`src/rtl/count_capture.sv`:
```
// Capture stage for an asynchronous 4-bit ripple counter: synchroniser, stability filter,
// wrap extension, threshold match and a valid/ready snapshot port. Option: SNAP_DROP_EN.
module count_capture #(
  parameter int unsigned WIDTH  = 4,
  parameter int unsigned EXT    = 4,
  parameter int unsigned STABLE = 2
) (
  input  logic                 clk_i,
  input  logic                 rst_i,
  input  logic [WIDTH-1:0]     count_i,
  input  logic [WIDTH+EXT-1:0] thresh_i,
  input  logic                 snap_req_i,
  input  logic                 snap_ready_i,
  output logic                 snap_valid_o,
  output logic [WIDTH+EXT-1:0] snap_data_o,
  output logic [WIDTH+EXT-1:0] count_ext_o,
  output logic                 wrap_o,
`ifdef SNAP_DROP_EN
  output logic                 snap_drop_o,
`endif
  output logic                 match_o
);

  localparam int unsigned RunW = $clog2(STABLE + 1);
  localparam int unsigned OutW = WIDTH + EXT;

  logic [WIDTH-1:0] s1_q, s2_q;
  logic [RunW-1:0]  run_q, run_d;
  logic [WIDTH-1:0] filt_q, filt_d;
  logic [EXT-1:0]   hi_q, hi_d;
  logic             wrap_q, wrap_d;
  logic             match_q, match_d;
  logic             snap_valid_q, snap_valid_d;
  logic [OutW-1:0]  snap_data_q, snap_data_d;
  logic             update;

  // A value is accepted once it has been seen STABLE times in a row and differs from filt.
  always_comb begin
    run_d = run_q;
    if (s1_q != s2_q) begin
      run_d = RunW'(1);
    end else if (run_q != RunW'(STABLE)) begin
      run_d = run_q + RunW'(1);
    end
  end

  assign update = (run_q == RunW'(STABLE)) && (s2_q != filt_q);

  always_comb begin
    filt_d  = filt_q;
    hi_d    = hi_q;
    wrap_d  = 1'b0;
    match_d = 1'b0;
    if (update) begin
      filt_d = s2_q;
      if (s2_q < filt_q) begin
        hi_d   = hi_q + EXT'(1);
        wrap_d = 1'b1;
      end
      match_d = ({hi_d, s2_q} == thresh_i);
    end
  end

  // Recapture is allowed on the completing edge; otherwise a request while full is dropped.
  always_comb begin
    snap_valid_d = snap_valid_q;
    snap_data_d  = snap_data_q;
    if (snap_req_i && (!snap_valid_q || snap_ready_i)) begin
      snap_valid_d = 1'b1;
      snap_data_d  = {hi_q, filt_q};
    end else if (snap_valid_q && snap_ready_i) begin
      snap_valid_d = 1'b0;
    end
  end

  always_ff @(posedge clk_i or posedge rst_i) begin
    if (rst_i) begin
      s1_q         <= '0;
      s2_q         <= '0;
      run_q        <= '0;
      filt_q       <= '0;
      hi_q         <= '0;
      wrap_q       <= 1'b0;
      match_q      <= 1'b0;
      snap_valid_q <= 1'b0;
      snap_data_q  <= '0;
    end else begin
      s1_q         <= count_i;
      s2_q         <= s1_q;
      run_q        <= run_d;
      filt_q       <= filt_d;
      hi_q         <= hi_d;
      wrap_q       <= wrap_d;
      match_q      <= match_d;
      snap_valid_q <= snap_valid_d;
      snap_data_q  <= snap_data_d;
    end
  end

`ifdef SNAP_DROP_EN
  logic snap_drop_q, snap_drop_d;

  always_comb begin
    snap_drop_d = snap_drop_q;
    if (snap_valid_q && snap_ready_i) begin
      snap_drop_d = 1'b0;
    end else if (snap_req_i && snap_valid_q) begin
      snap_drop_d = 1'b1;
    end
  end

  always_ff @(posedge clk_i or posedge rst_i) begin
    if (rst_i) begin
      snap_drop_q <= 1'b0;
    end else begin
      snap_drop_q <= snap_drop_d;
    end
  end

  assign snap_drop_o = snap_drop_q;
`endif

  assign count_ext_o  = {hi_q, filt_q};
  assign wrap_o       = wrap_q;
  assign match_o      = match_q;
  assign snap_valid_o = snap_valid_q;
  assign snap_data_o  = snap_data_q;

endmodule
```
`config.mk`:
```
export PLATFORM = sky130hd
export DESIGN_NAME = count_capture
export DESIGN_NICKNAME = d
export VERILOG_FILES = /design/src/rtl/count_capture.sv
export SDC_FILE = /design/constraint.sdc
export NUM_CORES = 1
export LEC_CHECK = 0
export CELL_PAD_IN_SITES_DETAIL_PLACEMENT = 0
export CELL_PAD_IN_SITES_GLOBAL_PLACEMENT = 1
export CORE_ASPECT_RATIO = 1.25
export CORE_MARGIN = 2
export CORE_UTILIZATION = 38
export DETAILED_ROUTE_END_ITERATION = 10
export PLACE_DENSITY_LB_ADDON = 0.1
export SYNTH_ARGS = -nofsm -noshare
export SYNTH_HDL_FRONTEND = slang
export SYNTH_SLANG_ARGS = --single-unit
```
`constraint.sdc`:
```
create_clock -name clk_i -period 2.6 [get_ports clk_i]
set_input_delay 0.78 -clock clk_i [delete_from_list [all_inputs] [get_ports clk_i]]
set_output_delay 0.78 -clock clk_i [all_outputs]
set_load 0.005 [all_outputs]
```
==> qor.yml, run 1 <==
multiInputGateArea_um2: 589
fmax_mhz: 476
postCtsSetupBuffers: 0
die_y_um: 70.6
finalCriticalPeriod_ns: 2.10
crit_arrival_ns: 2.32
yosysTopAreaCell: "dfrtp_1"
routed_wirelength_um: 2660
synthAdderAreaFrac: 0.0557
die_w_um: 57.3
vias_per_cell: 5.11
hold_buffers: 0
num_vias: 991
clk-insertion-delay-late_ns: 0.28
ys_types: 28
synth_cells: 113
root_buffer: "clkbuf_8"
yosysTopAreaCellShare: 0.538
clock_tree.buffer_depth: 2
cts_sinks: 29
layout_common_cells: "clkdlybuf4s50_1 (34), dfrtp_1 (29), xnor2_1 (12)"
synth-xor-area-share: 0.104
worstPathRequired_ns: 2.82
cts_inserted_buffers: 5
io_pins: 35
final_common_cell: "clkdlybuf4s50_1"
gp_congestion: 0.727
irDropWorstVdd_uv: 435
whs_ns: 0.386
yosys-top-cells-area: "dfrtp_1 (54%), xnor2_1 (7.8%), mux2_2 (5.8%), ha_1 (5.6%), o21ai_0 (2.6%)"
drc_errors: 0
totalPowerFinal_mw: 1.14
slew_headroom: 0.757
slowest_delay_ns: 0.44
first_iter_violations: 31
gr-total-overflow: 0
critical_path_class: "input pin to flop"
nets: 177
drt.antenna.violating_nets: 0
yosys_warnings: 0
finalInstanceArea_um2: 1850
rsz0062_at_grt: "false"
cp-end-kind: "flop"
drive_gt1_frac: 0.168
status: "complete, no violations"
cts_resized: 0
diodes: 0
cts_htree_levels: 2
wl_per_cell_um: 13.7
regArea_um2: 726
worstMarginPinSlew_ns: 0.365
clk_pin_slew_worst_paths_ns: 0.06
grt_pass1_vias: 1032
dp.cells: 187
firstDrtPassIters: 4
finalSetupViolCount: 0
slew_viol_final: 0
synth_area_per_cell_um2: 11.9
startpoint_type: "input pin"
yosys.area_share.simple: 0.120
syn_to_final_growth_pct: 37.4
fillerInstances: 330
antenna_found_initial: 0
synth_top_family_by_area: "simple AND/OR/NAND/NOR gates"
fin_cells: 194
hold_class: "flop to flop"
synth_mux_area_frac: 0.0584
fin_skew_ns: 0.00874
drv_cap: 0
leakage_nw: 0.803
syn_area_um2: 1350
yosysSeqAreaShare: 0.538
period_share: 0.809
port_buffers: 34
cpMaxStageDelayCell: "clkdlybuf4s50_1"
start_util: 0.391
cts_tree: "yes"
final.setup.tns_ns: 0
dieArea_um2: 4040
synth_compound_area_frac: 0.0993
dp.final_hpwl_um: 2030
rows: 24
power_density_nw_per_um2: 613
core_area_um2: 3450
grt_pass1_wl_um: 4610
crit_path_cell_trace: "clkdlybuf4s50_1, nor2b_2, a221oi_2, nand3_1, a2111oi_2, o2111a_1"
grt_max_degree: 30
grtUsageTotal: 0.153
synth.ff_latch_count: 29
synth_fp_nets: 135
final_hold_viol_count: 0
place_area_um2: 1750
crit_fanout: 3
-- kinds of logic (layout without fill, tap and decap cells) --
kind of cell	after synthesis	in the layout
flip-flops	29	29
AND/OR/NAND/NOR	28	28
adder cells (fa/ha/maj)	6	6
multiplexers	7	7
buffers and inverters	9	51
AO/OA/AOI/OAI	18	18
XOR/XNOR	16	16
-- synthesized netlist by cell type --
library cell,count
a21o_2,2
xor2_1,4
nor3_1,1
nor3_2,1
ha_1,6
o2111a_1,1
nand2b_1,3
and3_1,1
xnor2_1,12
a2111oi_2,1
nand3_1,2
a221oi_2,1
nand4_1,3
o211a_2,1
nor2_1,2
nor2b_2,1
nand3_2,1
nand2_2,1
o21ai_0,7
o211ai_1,2
nor2b_4,1
mux2_2,7
clkbuf_1,1
inv_1,8
dfrtp_1,29
nand2_1,9
nor4_1,2
a21oi_1,3
-- state kept, by name, summed over array words and instances (netlist names) --
name	count
filt_q	4
hi_q	4
match_o	1
run_q	2
s1_q	4
s2_q	4
snap_data_o	8
snap_valid_o	1
wrap_o	1
-- critical path: cells and delay by family --
| family | cells | cell delay (ns) |
|---|---|---|
| compound gates | 3 | 0.81 |
| buf+inv | 1 | 0.44 |
| simple gates | 2 | 0.30 |
-- area by class of cell --
| type | instances | share of cell area |
|---|---|---|
| clock buffer | 5 | 0.0371 |
| clock inverter | 2 | 0.0189 |
| inverter | 8 | 0.0162 |
| multi-input combinational | 75 | 0.318 |
| sequential | 29 | 0.392 |
| tap | 39 | 0.0263 |
| timing repair buffer | 36 | 0.192 |
-- layer usage --
| metal | track usage | wire, um | vias to the layer above |
|---|---|---|---|
| met5 | 0 | 0 | - |
| met4 | 0.0620 | 54 | 0 |
| met3 | 0.0512 | 134 | 5 |
| met2 | 0.271 | 1420 | 27 |
| met1 | 0.166 | 1050 | 483 |
| li1 | - | - | 476 |
-- power breakdown --
group	switching, mW	total, mW	leakage (nW)	internal [mW]
Clock	0.165	0.443	0.0540	0.278
Combinational	0.0794	0.188	0.373	0.108
Sequential	0.0245	0.505	0.376	0.481
Total	0.269	1.14	0.803	0.867
-- path summary, 6_finish.rpt --
path | start | end | slack, ns | depth (start not counted)
worst max-delay path | thresh_i[7] | match_o | 0.50 | 6
worst min-delay path | s1_q[1] | s2_q[1] | 0.39 | 0
worst max register to register | s2_q[1] | match_o | 0.61 | 6
worst min register to register | s1_q[1] | s2_q[1] | 0.39 | 0
max in group asynchronous | rst_i | s1_q[0] | 1.46 | 3
min in group asynchronous | rst_i | filt_q[2] | 0.86 | 3
-- metrics by stage --
step | utilization | worst slack, ns
2_1_floorplan | - | 0.779
3_3_place_gp | 0.507 | 0.268
3_5_place_dp | 0.507 | 0.206
4_1_cts | 0.537 | 0.482
5_1_grt | 0.537 | 0.422
6_report | 0.537 | 0.498
Power figures use the tool's default switching activity.
==> inputs of run 2 (changes only) <==
Settings changed: CORE_UTILIZATION 38 to 37.
Clock period 2.6 ns to 2.18 ns, I/O delays scaled along.
==> run 2 against run 1 <==
Effect of this change:
- setup slack lost 0.28 ns
- first-iteration DRC count shrank 26%
- global-route usage grew 0.34 points
- cell count grew 1.0%
- sequential share of layout area shrank 0.11 points
- critical path depth shrank 5
- sequential power grew 19%
- design area grew 0.27%
- critical path type is now flop to primary output
- largest power group unchanged
==> qor.yml, run 2 (synthesis results as in run 1) <==
dpl_worst_slack_ns: -0.0294
power_density_nw_per_um2: 704
clk_pin_slew_worst_paths_ns: 0.06
first_iter_violations: 23
regArea_um2: 726
gr-total-overflow: 0
syn_to_final_growth_pct: 37.8
r2r-start: "s2_q[1]"
ff2ff_setup_slack_ns: 0.23
critical_path_class: "flop to primary output"
clk-insertion-delay-late_ns: 0.28
worstPathRequired_ns: 1.53
cts_resized: 0
reg2reg_depth: 6
cts_sinks: 29
nets: 178
drv_cap: 0
min_from: "s1_q[0]"
worstMarginPinSlew_ns: 0.362
cpMaxStageDelayCell: "clkdlybuf4s50_1"
cp.depth: 1
grtUsageTotal: 0.157
cts_htree_levels: 2
finalSetupViolCount: 0
final_common_cell: "clkdlybuf4s50_1"
num_vias: 973
drive_gt1_frac: 0.178
crit_fanout: 6
p_int_mw: 0.988
layout_common_cells: "clkdlybuf4s50_1 (34), dfrtp_1 (29), xnor2_1 (12)"
firstDrtPassIters: 4
grtUsageMet2: 0.250
vias_per_cell: 4.96
hold_class: "flop to flop"
combPwrFrac: 0.173
critPathLaunch: "hi_q[0]"
finalCriticalPeriod_ns: 1.97
grt_pass1_vias: 1014
period_share: 0.902
postCtsSetupBuffers: 0
grt_pass1_wl_um: 4810
startpoint_type: "flop"
dp.final_hpwl_um: 2050
start_util: 0.387
fin_skew_ns: 0.00372
wl_per_cell_um: 13.7
clock_tree.buffer_depth: 2
rows: 24
totalPowerFinal_mw: 1.31
status: "complete, no violations"
cpLargestDelayFamily: "buffers and inverters"
grt_max_degree: 30
p_seq_frac: 0.461
p_sw_mw: 0.319
largest_reg_flops: 8
slowest_delay_ns: 0.55
cts_inserted_buffers: 5
fmax_mhz: 509
crit_arrival_ns: 1.31
hold_buffers: 0
cp-end-kind: "primary output"
clkPwrFrac: 0.367
final_hold_viol_count: 0
antenna_found_initial: 0
gp_congestion: 0.746
root_buffer: "clkbuf_8"
netSwitchingFraction: 0.244
drc_errors: 0
die_y_um: 71.5
dieArea_um2: 4150
crit_end: "count_ext_o[4]"
slew_headroom: 0.759
rsz0062_at_grt: "false"
crit_path_cell_trace: "clkdlybuf4s50_1"
grt_use_met3: 0.0505
whs_ns: 0.392
cts_tree: "yes"
multiInputGateArea_um2: 589
core_area_um2: 3480
irDropWorstVdd_uv: 517
port_buffers: 34
leakage_nw: 0.808
fillerInstances: 328
layout_setup_ws_ns: 0.214
grt_use_met1: 0.192
routed_wirelength_um: 2680
io_pins: 35
crit_buf_inv: 1
drt.antenna.violating_nets: 0
top_usage_layer: "met2"
diodes: 0
die_w_um: 58
regToRegEndpoint: "match_o"
slew_viol_final: 0
## run 2: cell count changes in the layout (fill, tap and decap cells not counted)
cell       delta
buf_4         +1
bufinv_16     -1
clkbuf_8      +2
## run 2: final cells by class
cell class              instances  area share
repair buffers                 37       0.195
well taps                      39      0.0263
clock inverters                 1     0.00269
flip-flops and latches         29       0.391
clock buffers                   7      0.0519
multi-input cells              75       0.317
inverters                       8      0.0162
## run 2: worst min-delay path by stage
stage | endpoint | slack (ns) | cells past startpoint
floorplan | s2_q[0] | 0.37 | 0
global placement | s2_q[2] | 0.38 | 0
detailed placement | s2_q[2] | 0.38 | 0
CTS | s2_q[3] | 0.39 | 0
global route | s2_q[2] | 0.41 | 0
finish | s2_q[0] | 0.39 | 0
## run 2: power groups by stage
stage / clock network (mW) / registers, mW / logic, mW
after global placement: 0 / 0.612 / 0.223
after CTS: 0.499 / 0.603 / 0.231
after detailed placement: 0 / 0.613 / 0.229
final: 0.480 / 0.602 / 0.226
after floorplan: 0 / 0.609 / 0.116
after global routing: 0.537 / 0.607 / 0.252
## run 2: per-layer routing
metal / part of all wire / vias up / routed length (um)
met5: 0 / - / 0
met4: 0.017 / 0 / 45
met3: 0.052 / 5 / 140
met2: 0.51 / 28 / 1380
met1: 0.42 / 463 / 1120
li1: - / 477 / -
## run 2: per-stage QoR
stage          instance area, um^2  setup TNS, ns  instances  utilization
5_1_grt                       1860              0        196        0.533
3_3_place_gp                  1760              0        188        0.504
6_report                      1860              0        196        0.533
4_1_cts                       1860              0        196        0.533
2_1_floorplan                 1350              0        113            -
3_5_place_dp                  1760        -0.0294        188        0.504
